--- src/rtl/aes_round_ctrl.sv ---
// rtl/aes_round_ctrl.sv - control sequencer for an iterative AES-128 encryption datapath
// Moore-decoded strobes; round counter, round constant and mixcolumns arm flag are registered.
module aes_round_ctrl #(
  parameter int NR = 10
) (
  input  logic       clk,
  input  logic       rst,
  input  logic       start,
  output logic       finish,
  output logic       busy,
  output logic [3:0] round,
  output logic [7:0] rcon,
  output logic       st_load,
  output logic [1:0] st_sel,
  output logic       key_load,
  output logic       key_step,
  output logic       mc_start,
  input  logic       mc_finish
);

  typedef enum logic [2:0] {
    S_IDLE,
    S_INIT,
    S_ROUND_MC,
    S_ROUND_LD,
    S_FINAL,
    S_DONE
  } state_e;

  localparam logic [3:0] LAST_ROUND = 4'(NR);

  state_e     state_q, state_d;
  logic [3:0] round_q, round_d;
  logic [7:0] rcon_q,  rcon_d;
  logic       armed_q, armed_d;

  function automatic logic [7:0] xtime(input logic [7:0] b);
    return {b[6:0], 1'b0} ^ (b[7] ? 8'h1b : 8'h00);
  endfunction

  always_ff @(posedge clk) begin
    if (rst) begin
      state_q <= S_IDLE;
      round_q <= 4'd0;
      rcon_q  <= 8'h01;
      armed_q <= 1'b0;
    end else begin
      state_q <= state_d;
      round_q <= round_d;
      rcon_q  <= rcon_d;
      armed_q <= armed_d;
    end
  end

  always_comb begin
    state_d = state_q;
    round_d = round_q;
    rcon_d  = rcon_q;
    armed_d = 1'b0;
    case (state_q)
      S_IDLE: begin
        if (start) state_d = S_INIT;
      end
      S_INIT: begin
        round_d = 4'd1;
        rcon_d  = 8'h01;
        state_d = S_ROUND_MC;
      end
      S_ROUND_MC: begin
        // armed_q is low on the first cycle, masking a finish left over from the last round
        armed_d = 1'b1;
        if (armed_q && mc_finish) state_d = S_ROUND_LD;
      end
      S_ROUND_LD: begin
        round_d = round_q + 4'd1;
        rcon_d  = xtime(rcon_q);
        state_d = ((round_q + 4'd1) == LAST_ROUND) ? S_FINAL : S_ROUND_MC;
      end
      S_FINAL: begin
        rcon_d  = xtime(rcon_q);
        state_d = S_DONE;
      end
      S_DONE: begin
        if (!start) state_d = S_IDLE;
      end
      default: state_d = S_IDLE;
    endcase

    if (!start && (state_q inside {S_INIT, S_ROUND_MC, S_ROUND_LD, S_FINAL})) begin
      state_d = S_IDLE;
      armed_d = 1'b0;
    end
    if (state_d == S_IDLE) begin
      round_d = 4'd0;
      rcon_d  = 8'h01;
    end
  end

  assign finish   = (state_q == S_DONE);
  assign busy     = (state_q != S_IDLE) && (state_q != S_DONE);
  assign round    = round_q;
  assign rcon     = rcon_q;
  assign st_load  = (state_q == S_INIT) || (state_q == S_ROUND_LD) || (state_q == S_FINAL);
  assign st_sel   = (state_q == S_ROUND_LD) ? 2'b01 : ((state_q == S_FINAL) ? 2'b10 : 2'b00);
  assign key_load = (state_q == S_INIT);
  assign key_step = (state_q == S_ROUND_LD) || (state_q == S_FINAL);
  assign mc_start = (state_q == S_ROUND_MC);

endmodule

--- config.mk ---
export PLATFORM = sky130hd
export DESIGN_NAME = aes_round_ctrl
export DESIGN_NICKNAME = d
export VERILOG_FILES = /design/src/rtl/aes_round_ctrl.sv
export SDC_FILE = /design/constraint.sdc
export NUM_CORES = 1
export LEC_CHECK = 0
export CELL_PAD_IN_SITES_DETAIL_PLACEMENT = 1
export CELL_PAD_IN_SITES_GLOBAL_PLACEMENT = 1
export CORE_UTILIZATION = 33
export CTS_CLUSTER_DIAMETER = 60
export CTS_CLUSTER_SIZE = 28
export DETAILED_ROUTE_END_ITERATION = 6
export HOLD_SLACK_MARGIN = 0.05
export PLACE_DENSITY_LB_ADDON = 0.25
export SETUP_SLACK_MARGIN = 0.2
export SLEW_MARGIN = 20
export SYNTH_ARGS = -nofsm -noshare
export SYNTH_HDL_FRONTEND = slang
export SYNTH_SLANG_ARGS = --single-unit
--- constraint.sdc ---
create_clock -name clk -period 1.6 [get_ports clk]
set_input_delay 0.4 -clock clk [delete_from_list [all_inputs] [get_ports clk]]
set_output_delay 0.4 -clock clk [all_outputs]
set_load 0.005 [all_outputs]
==> results of run 1 <==
-- repair_timing --
action | in CTS
resized for setup | 93
buffers inserted | 30
setup endpoints to repair | 24
pin swaps | 19
-- cell families after synthesis --
kind of cell	Yosys count
xor+xnor	3
fa+ha+maj	2
buf+inv	11
simple gates	37
flops	16
compound gates	24
-- synth_stat cells, types with 3 or more instances --
cell                      instances
sky130_fd_sc_hd__dfxtp_1         16
sky130_fd_sc_hd__nor2_1          15
sky130_fd_sc_hd__a22oi_1          7
sky130_fd_sc_hd__nand2_1          5
sky130_fd_sc_hd__a21oi_1          4
sky130_fd_sc_hd__inv_1            3
sky130_fd_sc_hd__o21ai_0          3
sky130_fd_sc_hd__xor2_1           3
-- per-stage QoR --
| stage | cells | util (%) | setup WS [ns] |
|---|---|---|---|
| floorplan | 93 | - | 0.317 |
| global placement | 155 | 51.5 | -0.140 |
| detailed placement | 155 | 51.5 | -0.237 |
| CTS | 189 | 67.6 | -0.0556 |
==> report_table.html, run 1 <==
<table>
<tr><th>Metric</th><th>Value</th></tr>
<tr><th colspan="2">Outcome</th></tr>
<tr><td>Status</td><td>did not finish</td></tr>
<tr><td>Stage at which the run stopped</td><td>global routing</td></tr>
<tr><td>Error that ended the run</td><td>[ERROR DPL-0033] detailed placement checks failed during check placement.</td></tr>
<tr><th colspan="2">Synthesis</th></tr>
<tr><td>Largest family of logic cells by synthesized area</td><td>simple AND/OR/NAND/NOR gates</td></tr>
<tr><td>Yosys warning total</td><td>0</td></tr>
<tr><td>Net count after synthesis</td><td>99</td></tr>
<tr><td>Number of synthesized flops with an enable pin</td><td>0</td></tr>
<tr><td>Synth Area in Compound Gates</td><td>20.6%</td></tr>
<tr><td>Cell Area, Synth</td><td>808 um2</td></tr>
<tr><td>Library cell occupying the most area in the post-synthesis netlist</td><td>sky130_fd_sc_hd__dfxtp_1</td></tr>
<tr><td>Most instantiated flip-flop cell in the synthesis netlist</td><td>sky130_fd_sc_hd__dfxtp_1</td></tr>
<tr><td>Share of synthesized area occupied by flip-flops and latches</td><td>39.6%</td></tr>
<tr><td>Yosys top cell area share</td><td>39.6%</td></tr>
<tr><td>Number of flip-flops and latches in the synthesized netlist</td><td>16</td></tr>
<tr><td>Adder-cell share of the synthesized area</td><td>3.10%</td></tr>
<tr><td>Synthesized-area fraction occupied by and/or/nand/nor cells</td><td>25.9%</td></tr>
<tr><td>Share of synthesized area spent on multiplexers</td><td>0%</td></tr>
<tr><td>Proportion of synthesized flip-flops having asynchronous set or reset</td><td>0%</td></tr>
<tr><td>Top cells by area, synth</td><td>sky130_fd_sc_hd__dfxtp_1 (40%), sky130_fd_sc_hd__nor2_1 (7.0%), sky130_fd_sc_hd__a22oi_1 (6.5%), sky130_fd_sc_hd__xor2_1 (3.3%), sky130_fd_sc_hd__ha_1 (3.1%)</td></tr>
<tr><td>Number of unique standard cell types used by synthesis</td><td>36</td></tr>
<tr><td>Number of standard cells after synthesis</td><td>93</td></tr>
<tr><td>Average size of a mapped cell</td><td>8.69 um2</td></tr>
<tr><td>Post-synthesis share of cell area spent on xor and xnor gates</td><td>3.25%</td></tr>
<tr><th colspan="2">GRT</th></tr>
<tr><td>Initial antenna violation count</td><td>1</td></tr>
<tr><td>Pin count of the biggest net entering global routing</td><td>10</td></tr>
<tr><th colspan="2">Clock tree</th></tr>
<tr><td>Max Buffers Root-to-Sink</td><td>2</td></tr>
<tr><td>Total clock buffers created by CTS</td><td>3</td></tr>
<tr><td>Maximum level of the CTS H-tree</td><td>1</td></tr>
<tr><td>Num Clock Sinks</td><td>16</td></tr>
<tr><td>Root buffer cell</td><td>sky130_fd_sc_hd__clkbuf_4</td></tr>
<tr><td>Hold Buf Count CTS</td><td>0</td></tr>
<tr><th colspan="2">Place</th></tr>
<tr><td>DP Area</td><td>0.00116 mm2</td></tr>
<tr><td>Detailed Place HPWL</td><td>1790 um</td></tr>
<tr><td>Weighted congestion reported at the end of routability-driven placement</td><td>0.776</td></tr>
<tr><td>Count of port buffers added during placement</td><td>23</td></tr>
<tr><th colspan="2">Die</th></tr>
<tr><td>Vertical die dimension</td><td>51.5 um</td></tr>
<tr><td>Initial standard-cell utilization of the core</td><td>35.8%</td></tr>
<tr><td>Total I/O pin count</td><td>24</td></tr>
<tr><td>Std cell rows</td><td>17</td></tr>
<tr><td>Horizontal die dimension</td><td>51.5 um</td></tr>
<tr><th colspan="2">STA</th></tr>
<tr><td>Pin type at the end of the worst path</td><td>output port</td></tr>
<tr><td>Worst EP post-GRT repair</td><td>key_step</td></tr>
</table>
==> run 2, diff against run 1 <==
==> config.mk (replaced) <==
export PLATFORM = sky130hd
export DESIGN_NAME = aes_round_ctrl
export DESIGN_NICKNAME = d
export VERILOG_FILES = /design/src/rtl/aes_round_ctrl.sv
export SDC_FILE = /design/constraint.sdc
export NUM_CORES = 1
export LEC_CHECK = 0
export CORE_AREA = 2 2 63 65
export DETAILED_ROUTE_END_ITERATION = 6
export DIE_AREA = 0 0 65 67
export PLACE_DENSITY_LB_ADDON = 0.15
export SLEW_MARGIN = 20
export SYNTH_ARGS = -nofsm -noshare
export SYNTH_HDL_FRONTEND = slang
export SYNTH_SLANG_ARGS = --single-unit
==> report_table.html, run 2 <==
<table>
<tr><th>Metric</th><th>Value</th></tr>
<tr><th colspan="2">Outcome</th></tr>
<tr><td>Status</td><td>complete, but fails checks</td></tr>
<tr><td>Violations in the final reports</td><td>negative setup slack</td></tr>
<tr><th colspan="2">Setup path</th></tr>
<tr><td>Reg2Reg Setup Slack</td><td>0.18 ns</td></tr>
<tr><td>Crit-path max FO</td><td>3</td></tr>
<tr><td>WP buf/inv</td><td>4</td></tr>
<tr><td>Slowest stage cell on the critical path</td><td>sky130_fd_sc_hd__dfxtp_4</td></tr>
<tr><td>Crit path kind</td><td>reg -&gt; out</td></tr>
<tr><td>Kind of cell adding the most delay to the critical path</td><td>buffers and inverters</td></tr>
<tr><td>CP Cell Sequence</td><td>buf_6, buf_6, and2_4, a21oi_4, inv_4, buf_6</td></tr>
<tr><td>Library cell appearing most often on the critical path</td><td>sky130_fd_sc_hd__buf_6</td></tr>
<tr><td>Data required time at the worst endpoint</td><td>1.20 ns</td></tr>
<tr><td>Type of element launching the critical path</td><td>flop</td></tr>
<tr><td>Maximum single-stage delay on the critical path</td><td>0.35 ns</td></tr>
<tr><td>Crit end category</td><td>primary output</td></tr>
<tr><td>Crit path DAT</td><td>1.27 ns</td></tr>
<tr><th colspan="2">Synthesis</th></tr>
<tr><td>Number of flip-flops and latches in the synthesized netlist</td><td>16 (unchanged)</td></tr>
<tr><td>Number of standard cells after synthesis</td><td>93 (unchanged)</td></tr>
<tr><td>Library cell occupying the most area in the post-synthesis netlist</td><td>sky130_fd_sc_hd__dfxtp_1</td></tr>
<tr><td>Yosys top cell area share</td><td>39.6% (unchanged)</td></tr>
<tr><td>Most used standard cell by instance count after synthesis</td><td>sky130_fd_sc_hd__dfxtp_1</td></tr>
<tr><td>Most instantiated flip-flop cell in the synthesis netlist</td><td>sky130_fd_sc_hd__dfxtp_1</td></tr>
<tr><td>Proportion of synthesized flip-flops having asynchronous set or reset</td><td>0% (unchanged)</td></tr>
<tr><td>Share of synthesized area occupied by flip-flops and latches</td><td>39.6% (unchanged)</td></tr>
<tr><td>Leading post-synthesis cells by instance count</td><td>sky130_fd_sc_hd__dfxtp_1 (16), sky130_fd_sc_hd__nor2_1 (15), sky130_fd_sc_hd__a22oi_1 (7), sky130_fd_sc_hd__nand2_1 (5), sky130_fd_sc_hd__a21oi_1 (4)</td></tr>
<tr><td>Cell Area, Synth</td><td>808 um2 (unchanged)</td></tr>
<tr><td>Yosys warning total</td><td>0 (unchanged)</td></tr>
<tr><td>Net count after synthesis</td><td>99 (unchanged)</td></tr>
<tr><td>Number of unique standard cell types used by synthesis</td><td>36 (unchanged)</td></tr>
<tr><td>Number of synthesized flops with an enable pin</td><td>0 (unchanged)</td></tr>
<tr><td>Average size of a mapped cell</td><td>8.69 um2 (unchanged)</td></tr>
<tr><td>Top cells by area, synth</td><td>sky130_fd_sc_hd__dfxtp_1 (40%), sky130_fd_sc_hd__nor2_1 (7.0%), sky130_fd_sc_hd__a22oi_1 (6.5%), sky130_fd_sc_hd__xor2_1 (3.3%), sky130_fd_sc_hd__ha_1 (3.1%)</td></tr>
<tr><th colspan="2">Finish</th></tr>
<tr><td>Net total in the final layout</td><td>146</td></tr>
<tr><td>Proportion of layout cells with a drive suffix above 1</td><td>41.0%</td></tr>
<tr><td>Post-synthesis to final-layout area growth</td><td>64.6%</td></tr>
<tr><td># diodes</td><td>0</td></tr>
<tr><td>Commonest cells after routing, fill and taps aside</td><td>sky130_fd_sc_hd__buf_4 (21), sky130_fd_sc_hd__clkdlybuf4s50_1 (15), sky130_fd_sc_hd__nor2_1 (13)</td></tr>
<tr><td>Flip-flop count of the largest register after layout</td><td>8</td></tr>
<tr><td>Leading cell type in the layout, fill and taps excluded</td><td>sky130_fd_sc_hd__buf_4</td></tr>
<tr><td>Core Util, Final</td><td>36.9%</td></tr>
<tr><td>Non-filler cells in the finished layout</td><td>187</td></tr>
<tr><th colspan="2">Route</th></tr>
<tr><td>Iter 0 DRT Violations</td><td>30</td></tr>
<tr><td>Antenna-violating nets left</td><td>0</td></tr>
<tr><td>Total DRC errors in the routed layout</td><td>0</td></tr>
<tr><td>Number of vias after detailed routing</td><td>810</td></tr>
<tr><td>Routed vias/inst</td><td>4.33</td></tr>
<tr><td>Post-detailed-route wirelength per cell</td><td>11.4 um</td></tr>
<tr><td>Final WL</td><td>2140 um</td></tr>
<tr><td>DRT Pass-1 Iters</td><td>4</td></tr>
<tr><th colspan="2">Die</th></tr>
<tr><td>Vertical die dimension</td><td>67 um (+30%)</td></tr>
<tr><td>CORE AREA</td><td>0.00361 mm2</td></tr>
<tr><td>Area of the die</td><td>0.00436 mm2</td></tr>
<tr><td>Std cell rows</td><td>22 (+5)</td></tr>
<tr><td>Horizontal die dimension</td><td>65 um (+26%)</td></tr>
<tr><td>Initial standard-cell utilization of the core</td><td>22.4% (-13 points)</td></tr>
<tr><td>Total I/O pin count</td><td>24 (unchanged)</td></tr>
<tr><th colspan="2">STA</th></tr>
<tr><td>Setup slack after layout</td><td>-0.0749 ns</td></tr>
<tr><td>Worst relative slew slack</td><td>82.3%</td></tr>
<tr><td>Slew @ Worst Pin</td><td>0.262 ns</td></tr>
<tr><td>Period Utilization, post-route</td><td>105%</td></tr>
<tr><td>Clock skew</td><td>0.00280 ns</td></tr>
<tr><td>Final critical delay including setup and external delays</td><td>1.67 ns</td></tr>
<tr><td>Final hold violation count</td><td>0</td></tr>
<tr><td>Final setup violation count</td><td>2</td></tr>
<tr><td>Achievable Freq</td><td>0.597 GHz</td></tr>
<tr><td>TNS Setup</td><td>-0.122 ns</td></tr>
<tr><td>RSZ-0062 raised after global routing</td><td>true</td></tr>
<tr><td>Fin. max-slew vios</td><td>0</td></tr>
<tr><th colspan="2">Power</th></tr>
<tr><td>LEAKAGE</td><td>0.558 nW</td></tr>
<tr><td>Worst vdd ir</td><td>403 uV</td></tr>
<tr><td>PwrDens</td><td>644 mW/mm2</td></tr>
<tr><th colspan="2">GRT</th></tr>
<tr><td>Met1 Usage GRT</td><td>13.0%</td></tr>
<tr><td>Layer carrying the most global-route usage</td><td>met2</td></tr>
<tr><td>Leftover overflow at the end of global routing</td><td>0</td></tr>
<tr><td>Initial antenna violation count</td><td>0</td></tr>
<tr><td>Global-route wire length before repair</td><td>3640 um</td></tr>
<tr><td>Global-route usage over all layers</td><td>10.8%</td></tr>
<tr><td>Met3 capacity usage during global routing</td><td>4.90%</td></tr>
<tr><td>Pin count of the biggest net entering global routing</td><td>10</td></tr>
<tr><td>Via count of the first global-routing pass</td><td>807</td></tr>
<tr><td>Met2 GRT Util</td><td>17.5%</td></tr>
<tr><th colspan="2">Place</th></tr>
<tr><td>Placed Instances</td><td>174 (+12%)</td></tr>
<tr><td>Pre-CTS setup slack</td><td>-0.157 ns (+0.0799 ns)</td></tr>
<tr><td>Detailed Place HPWL</td><td>1560 um (-13%)</td></tr>
<tr><td>Weighted congestion reported at the end of routability-driven placement</td><td>0.853 (+9.9%)</td></tr>
<tr><td>Count of port buffers added during placement</td><td>23 (unchanged)</td></tr>
<tr><th colspan="2">Clock tree</th></tr>
<tr><td>Max Buffers Root-to-Sink</td><td>2 (unchanged)</td></tr>
<tr><td>Maximum level of the CTS H-tree</td><td>1 (unchanged)</td></tr>
<tr><td>CTS tree</td><td>yes</td></tr>
<tr><td>Num Clock Sinks</td><td>16 (unchanged)</td></tr>
<tr><td>Worst-skew pair later-pin latency</td><td>0.25 ns</td></tr>
<tr><td>Root buffer cell</td><td>sky130_fd_sc_hd__clkbuf_8</td></tr>
<tr><td>Clock transition at the register clock pins on the worst setup and hold paths after CTS</td><td>0.07 ns</td></tr>
<tr><td>Total clock buffers created by CTS</td><td>3 (unchanged)</td></tr>
<tr><th colspan="2">Min path</th></tr>
<tr><td>Class of the worst hold path</td><td>reg -&gt; reg</td></tr>
<tr><th colspan="2">Flow run</th></tr>
<tr><td>Max-cap violation count</td><td>0</td></tr>
</table>
## run 2: kinds of logic (layout without fill, tap and decap cells)
| family | after synthesis | after routing | share of synthesized area (%) |
|---|---|---|---|
| AOI/OAI and AO/OA | 24 | 24 | 20.6 |
| DFF | 16 | 16 | 39.6 |
| and+or+nand+nor | 37 | 37 | 25.9 |
| buffers and inverters | 11 | 57 | 7.58 |
| xor gates and xnor gates | 3 | 3 | 3.25 |
| adders and majority gates | 2 | 2 | 3.10 |
## run 2: cell type report
| cell class | count | area, um2 |
|---|---|---|
| multi-input combinational | 66 | 457 |
| sequential | 16 | 334 |
| tap | 48 | 60.1 |
| fill | 372 | 2280 |
| clock buffer | 4 | 55.1 |
| timing repair buffer | 48 | 403 |
| inverter | 5 | 21.3 |
## run 2: worst min-delay path: cells and delay by family, from the launching register on
family | cells | cell delay, ns
and+or+nand+nor | 1 | 0.07
DFF | 1 | 0.30
AOI/OAI and AO/OA | 1 | 0.07
## run 2: worst paths after layout
path | from | to | depth (start not counted)
max | state_q[0]$_SDFF_PP0_ | key_step | 6
max reg2reg | state_q[0]$_SDFF_PP0_ | rcon[2]$_SDFFE_PP0P_ | 8
min | armed_q$_SDFF_PP0_ | state_q[0]$_SDFF_PP0_ | 2
min reg2reg | armed_q$_SDFF_PP0_ | state_q[0]$_SDFF_PP0_ | 2
## run 2: what timing repair did
| action | in CTS | in global routing |
|---|---|---|
| gates resized for setup | 41 | 10 |
| endpoints found under the setup margin | 11 | 8 |
| hold buffers | 0 | 0 |
| pin swaps | 4 | 2 |
| setup buffers | 8 | 1 |
## run 2: power by group
group	internal [mW]	leakage [nW]	total, mW	switching, mW
clock network	0.218	0.0288	0.361	0.143
registers	0.400	0.133	0.405	0.00461
logic	0.0510	0.396	0.0909	0.0399
total	0.670	0.558	0.857	0.187
## run 2: per-stage QoR
step	hold WS (ns)	instance area, um2	power (mW)
after global routing	0.519	1330	0.901
after global placement	0.480	1180	0.495
after floorplan	0.457	808	0.453
after CTS	0.481	1310	0.872
after detailed placement	0.477	1180	0.494
final	0.475	1330	0.857
## run 2: routing by layer
metal	share of wire, %	vias up
met5	0	-
met4	0.98	0
met3	6.3	2
met2	46	21
met1	46	370
li1	-	417
Note: power is estimated with default switching activity, not from simulation.
==> run 3, diff against run 2 <==
--- a/config.mk
+++ b/config.mk
@@ -5,10 +5,11 @@
 export SDC_FILE = /design/constraint.sdc
 export NUM_CORES = 1
 export LEC_CHECK = 0
+export ABC_AREA = 1
 export CORE_AREA = 2 2 63 65
 export DETAILED_ROUTE_END_ITERATION = 6
 export DIE_AREA = 0 0 65 67
-export PLACE_DENSITY_LB_ADDON = 0.15
+export PLACE_DENSITY = 0.47
 export SLEW_MARGIN = 20
 export SYNTH_ARGS = -nofsm -noshare
 export SYNTH_HDL_FRONTEND = slang
==> report_table.html, run 3 <==
<table>
<tr><th>Metric</th><th>Value</th></tr>
<tr><th colspan="2">Synthesis</th></tr>
<tr><td>Net count after synthesis</td><td>132 (+33%)</td></tr>
<tr><td>Average size of a mapped cell</td><td>7.11 um2 (-18%)</td></tr>
<tr><td>Share of synthesized area spent on multiplexers</td><td>0% (unchanged)</td></tr>
<tr><td>Leading post-synthesis cells by instance count</td><td>sky130_fd_sc_hd__inv_1 (30), sky130_fd_sc_hd__nand2_1 (20), sky130_fd_sc_hd__dfxtp_1 (16), sky130_fd_sc_hd__nor2_2 (11), sky130_fd_sc_hd__o21ai_0 (7)</td></tr>
<tr><td>Synthesized-area fraction occupied by and/or/nand/nor cells</td><td>30.2% (+4.3 points)</td></tr>
<tr><td>Most used standard cell by instance count after synthesis</td><td>sky130_fd_sc_hd__inv_1</td></tr>
<tr><td>Post-synthesis share of cell area spent on xor and xnor gates</td><td>2.93% (-0.32 points)</td></tr>
<tr><td>Yosys warning total</td><td>0 (unchanged)</td></tr>
<tr><td>Synth Area in Compound Gates</td><td>12.8% (-7.7 points)</td></tr>
<tr><td>Number of standard cells after synthesis</td><td>126 (+35%)</td></tr>
<tr><td>Number of flip-flops and latches in the synthesized netlist</td><td>16 (unchanged)</td></tr>
<tr><td>Adder-cell share of the synthesized area</td><td>2.79% (-0.30 points)</td></tr>
<tr><td>Number of unique standard cell types used by synthesis</td><td>22 (-39%)</td></tr>
<tr><td>Library cell occupying the most area in the post-synthesis netlist</td><td>sky130_fd_sc_hd__dfxtp_1</td></tr>
<tr><td>Yosys top cell area share</td><td>35.8% (-3.9 points)</td></tr>
<tr><td>Largest family of logic cells by synthesized area</td><td>simple AND/OR/NAND/NOR gates</td></tr>
<tr><td>Share of synthesized area occupied by flip-flops and latches</td><td>35.8% (-3.9 points)</td></tr>
<tr><td>Most instantiated flip-flop cell in the synthesis netlist</td><td>sky130_fd_sc_hd__dfxtp_1</td></tr>
<tr><td>Number of synthesized flops with an enable pin</td><td>0 (unchanged)</td></tr>
<tr><td>Cell Area, Synth</td><td>896 um2 (+11%)</td></tr>
<tr><td>Top cells by area, synth</td><td>sky130_fd_sc_hd__dfxtp_1 (36%), sky130_fd_sc_hd__inv_1 (13%), sky130_fd_sc_hd__nand2_1 (8.4%), sky130_fd_sc_hd__nor2_2 (7.7%), sky130_fd_sc_hd__o21ai_0 (3.9%)</td></tr>
<tr><td>Proportion of synthesized flip-flops having asynchronous set or reset</td><td>0% (unchanged)</td></tr>
<tr><th colspan="2">GRT</th></tr>
<tr><td>Global-route wire length before repair</td><td>4000 um (+9.9%)</td></tr>
<tr><td>Leftover overflow at the end of global routing</td><td>0 (unchanged)</td></tr>
<tr><td>Initial antenna violation count</td><td>0 (unchanged)</td></tr>
<tr><td>Via count of the first global-routing pass</td><td>970 (+20%)</td></tr>
<tr><td>Pin count of the biggest net entering global routing</td><td>12 (+2)</td></tr>
<tr><td>Global-route usage over all layers</td><td>11.6% (+0.82 points)</td></tr>
<tr><th colspan="2">Setup path</th></tr>
<tr><td>Crit path kind</td><td>reg -&gt; out</td></tr>
<tr><td>Crit end category</td><td>primary output</td></tr>
<tr><td>Slowest stage cell on the critical path</td><td>sky130_fd_sc_hd__dfxtp_4</td></tr>
<tr><td>Reg2Reg Setup Slack</td><td>0.10 ns (-0.08 ns)</td></tr>
<tr><td>Library cell appearing most often on the critical path</td><td>sky130_fd_sc_hd__nor2_4</td></tr>
<tr><td>WP buf/inv</td><td>3 (-1)</td></tr>
<tr><td>Cell count of the worst reg-to-reg path</td><td>10 (+2)</td></tr>
<tr><td>Crit-path max FO</td><td>5 (+2)</td></tr>
<tr><td>Crit path DAT</td><td>1.24 ns (-0.03 ns)</td></tr>
<tr><td>Maximum single-stage delay on the critical path</td><td>0.39 ns (+0.04 ns)</td></tr>
<tr><td>Type of element launching the critical path</td><td>flop</td></tr>
<tr><td>Data required time at the worst endpoint</td><td>1.20 ns (about the same)</td></tr>
<tr><td>CP Cell Sequence</td><td>nand2_4, nor2_4, buf_4, nor2_4, inv_1, clkdlybuf4s15_1</td></tr>
<tr><td>Kind of cell adding the most delay to the critical path</td><td>flip-flops</td></tr>
<tr><td>FF-to-FF End</td><td>round[0]$_SDFFE_PP0P_</td></tr>
<tr><td>Worst flop-to-flop path startpoint</td><td>round[0]$_SDFFE_PP0P_</td></tr>
<tr><th colspan="2">Die</th></tr>
<tr><td>Std cell rows</td><td>22 (unchanged)</td></tr>
<tr><td>Area of the die</td><td>0.00436 mm2 (unchanged)</td></tr>
<tr><td>Initial standard-cell utilization of the core</td><td>24.8% (+2.4 points)</td></tr>
<tr><td>Total I/O pin count</td><td>24 (unchanged)</td></tr>
<tr><td>CORE AREA</td><td>0.00361 mm2 (unchanged)</td></tr>
<tr><td>Vertical die dimension</td><td>67 um (unchanged)</td></tr>
<tr><td>Horizontal die dimension</td><td>65 um (unchanged)</td></tr>
<tr><th colspan="2">Route</th></tr>
<tr><td>DRT Pass-1 Iters</td><td>4 (unchanged)</td></tr>
<tr><td>Number of vias after detailed routing</td><td>933 (+15%)</td></tr>
<tr><td>Post-detailed-route wirelength per cell</td><td>10.2 um (-10%)</td></tr>
<tr><td>Routed metal-1 wirelength</td><td>1060 um (+7.4%)</td></tr>
<tr><td>Met2 wire length</td><td>1130 um (+14%)</td></tr>
<tr><td>Iter 0 DRT Violations</td><td>26 (-13%)</td></tr>
<tr><td>Routed vias/inst</td><td>4.11 (-5.1%)</td></tr>
<tr><td>Highest metal used</td><td>met4</td></tr>
<tr><td>Antenna-violating nets left</td><td>0 (unchanged)</td></tr>
<tr><td>Met3 WL</td><td>114 um (-16%)</td></tr>
<tr><td>Total DRC errors in the routed layout</td><td>0 (unchanged)</td></tr>
<tr><td>Final WL</td><td>2320 um (+8.7%)</td></tr>
<tr><th colspan="2">Finish</th></tr>
<tr><td>Non-filler cells in the finished layout</td><td>227 (+21%)</td></tr>
<tr><td>Proportion of layout cells with a drive suffix above 1</td><td>39.7% (-1.3 points)</td></tr>
<tr><td>Commonest cells after routing, fill and taps aside</td><td>sky130_fd_sc_hd__inv_1 (28), sky130_fd_sc_hd__buf_4 (28), sky130_fd_sc_hd__nand2_1 (17)</td></tr>
<tr><td>Post-synthesis to final-layout area growth</td><td>67.3%</td></tr>
<tr><td>Flip-flop count of the largest register after layout</td><td>8 (unchanged)</td></tr>
<tr><td>Net total in the final layout</td><td>187 (+28%)</td></tr>
<tr><td># diodes</td><td>0 (unchanged)</td></tr>
<tr><th colspan="2">Clock tree</th></tr>
<tr><td>CTS tree</td><td>yes</td></tr>
<tr><td>Worst-skew pair later-pin latency</td><td>0.24 ns (about the same)</td></tr>
<tr><td>Clock transition at the register clock pins on the worst setup and hold paths after CTS</td><td>0.06 ns (about the same)</td></tr>
<tr><td>Total clock buffers created by CTS</td><td>3 (unchanged)</td></tr>
<tr><td>Maximum level of the CTS H-tree</td><td>1 (unchanged)</td></tr>
<tr><td>Hold Buf Count CTS</td><td>0 (unchanged)</td></tr>
<tr><td>Num Clock Sinks</td><td>16 (unchanged)</td></tr>
<tr><td>Root buffer cell</td><td>sky130_fd_sc_hd__clkbuf_8</td></tr>
<tr><td>Max Buffers Root-to-Sink</td><td>2 (unchanged)</td></tr>
<tr><th colspan="2">Outcome</th></tr>
<tr><td>Violations in the final reports</td><td>negative setup slack</td></tr>
<tr><td>Status</td><td>complete, but fails checks</td></tr>
<tr><th colspan="2">Power</th></tr>
<tr><td>Worst vdd ir</td><td>472 uV (+17%)</td></tr>
<tr><td>PwrDens</td><td>557 mW/mm2 (-13%)</td></tr>
<tr><td>PnR Total Power</td><td>0.835 mW (-2.5%)</td></tr>
<tr><td>LEAKAGE</td><td>0.683 nW (+22%)</td></tr>
<tr><th colspan="2">STA</th></tr>
<tr><td>Fin. max-slew vios</td><td>0 (unchanged)</td></tr>
<tr><td>RSZ-0062 raised after global routing</td><td>true</td></tr>
<tr><td>Final hold violation count</td><td>0 (unchanged)</td></tr>
<tr><td>Period Utilization, post-route</td><td>102% (-2.2 points)</td></tr>
<tr><td>Setup slack after layout</td><td>-0.0393 ns (+0.0356 ns)</td></tr>
<tr><td>Achievable Freq</td><td>0.610 GHz (+2.2%)</td></tr>
<tr><td>Slew @ Worst Pin</td><td>0.194 ns (-0.0679 ns)</td></tr>
<tr><td>Clock skew</td><td>0.00269 ns (-0.000114 ns)</td></tr>
<tr><td>Worst relative slew slack</td><td>86.9% (+4.6 points)</td></tr>
<tr><td>Final setup violation count</td><td>1 (-1)</td></tr>
<tr><td>Final critical delay including setup and external delays</td><td>1.64 ns (-0.0356 ns)</td></tr>
<tr><th colspan="2">Min path</th></tr>
<tr><td>Source of the worst hold timing path</td><td>rcon[5]$_SDFFE_PP0P_</td></tr>
<tr><td>Endpoint, Worst Hold</td><td>rcon[6]$_SDFFE_PP0P_</td></tr>
<tr><td>Number of instances on the worst hold path</td><td>4 (+2)</td></tr>
<tr><td>Class of the worst hold path</td><td>reg -&gt; reg</td></tr>
<tr><th colspan="2">Place</th></tr>
<tr><td>Detailed Place HPWL</td><td>1640 um (+5.0%)</td></tr>
<tr><td>Pre-CTS setup slack</td><td>-0.500 ns (-0.343 ns)</td></tr>
<tr><td>Placed Instances</td><td>214 (+23%)</td></tr>
<tr><td>Weighted congestion reported at the end of routability-driven placement</td><td>0.804 (-5.8%)</td></tr>
<tr><td>Count of port buffers added during placement</td><td>23 (unchanged)</td></tr>
<tr><th colspan="2">Flow run</th></tr>
<tr><td>Max-cap violation count</td><td>0 (unchanged)</td></tr>
</table>
[run 3: cell types whose count changed in the layout (fill, tap and decap cells not counted), sizes merged, moves of 5 or more]
cell	delta
nand3	+5
nand2	+17
a22oi	-6
inv	+25
[run 3: metrics by stage]
step	cell area (um2)	utilization, %	hold slack [ns]	TNS [ns]
floorplan	896	-	0.477	0
global placement	1310	36.3	0.573	-5.43
detailed placement	1310	36.3	0.560	-5.63
CTS	1420	39.4	0.583	-0.312
global route	1500	41.6	0.630	-0.506
finish	1500	41.6	0.580	-0.0393
[run 3: area by class of cell]
cell class	instances	area, um2
Clock buffer	3	41.3
Fill cell	381	2110
Inverter	30	115
Multi-Input combinational cell	77	493
Sequential cell	16	335
Tap cell	48	60.1
Timing Repair Buffer	53	454
[run 3: timing repair]
| action | CTS | global route |
|---|---|---|
| gates cloned | 0 | 0 |
| buffers inserted | 4 | 6 |
| pin swaps | 3 | 2 |
| endpoints found under the setup margin | 22 | 18 |
| resized for setup | 26 | 21 |
[run 3: logic make-up after synthesis]
kind of cell / after synthesis
simple gates: 53
fa+ha+maj: 2
compound gates: 19
xor+xnor: 3
flops: 16
buf+inv: 33
[run 3: worst max-delay path by stage]
stage / end / depth (start not counted) / start
global placement: rcon[7]$_SDFFE_PP0P_ / 7 / start
detailed placement: rcon[7]$_SDFFE_PP0P_ / 7 / start
CTS: key_step / 6 / state_q[2]$_SDFF_PP0_
floorplan: round[0]$_SDFFE_PP0P_ / 11 / round[0]$_SDFFE_PP0P_
finish: key_step / 6 / state_q[1]$_SDFF_PP0_
global route: key_step / 6 / state_q[1]$_SDFF_PP0_
[run 3: layer usage]
| metal | track usage [%] | vias to the layer above |
|---|---|---|
| met5 | 0 | - |
| met4 | 3.19 | 0 |
| met3 | 3.55 | 2 |
| met2 | 21.0 | 21 |
| met1 | 13.2 | 418 |
| li1 | - | 492 |
[run 3: worst min-delay path: stages, from the launching register on]
cell and delay (ns):
sky130_fd_sc_hd__dfxtp_1 0.31, sky130_fd_sc_hd__inv_1 0.06, sky130_fd_sc_hd__o22ai_1 0.07, sky130_fd_sc_hd__inv_1 0.06, sky130_fd_sc_hd__nor2_2 0.04
[run 3: power breakdown]
group | switching, mW | internal, mW | leakage [nW]
Sequential | 0.00764 | 0.400 | 0.133
Combinational | 0.0678 | 0.0643 | 0.529
Clock | 0.129 | 0.167 | 0.0216
Total | 0.204 | 0.631 | 0.683
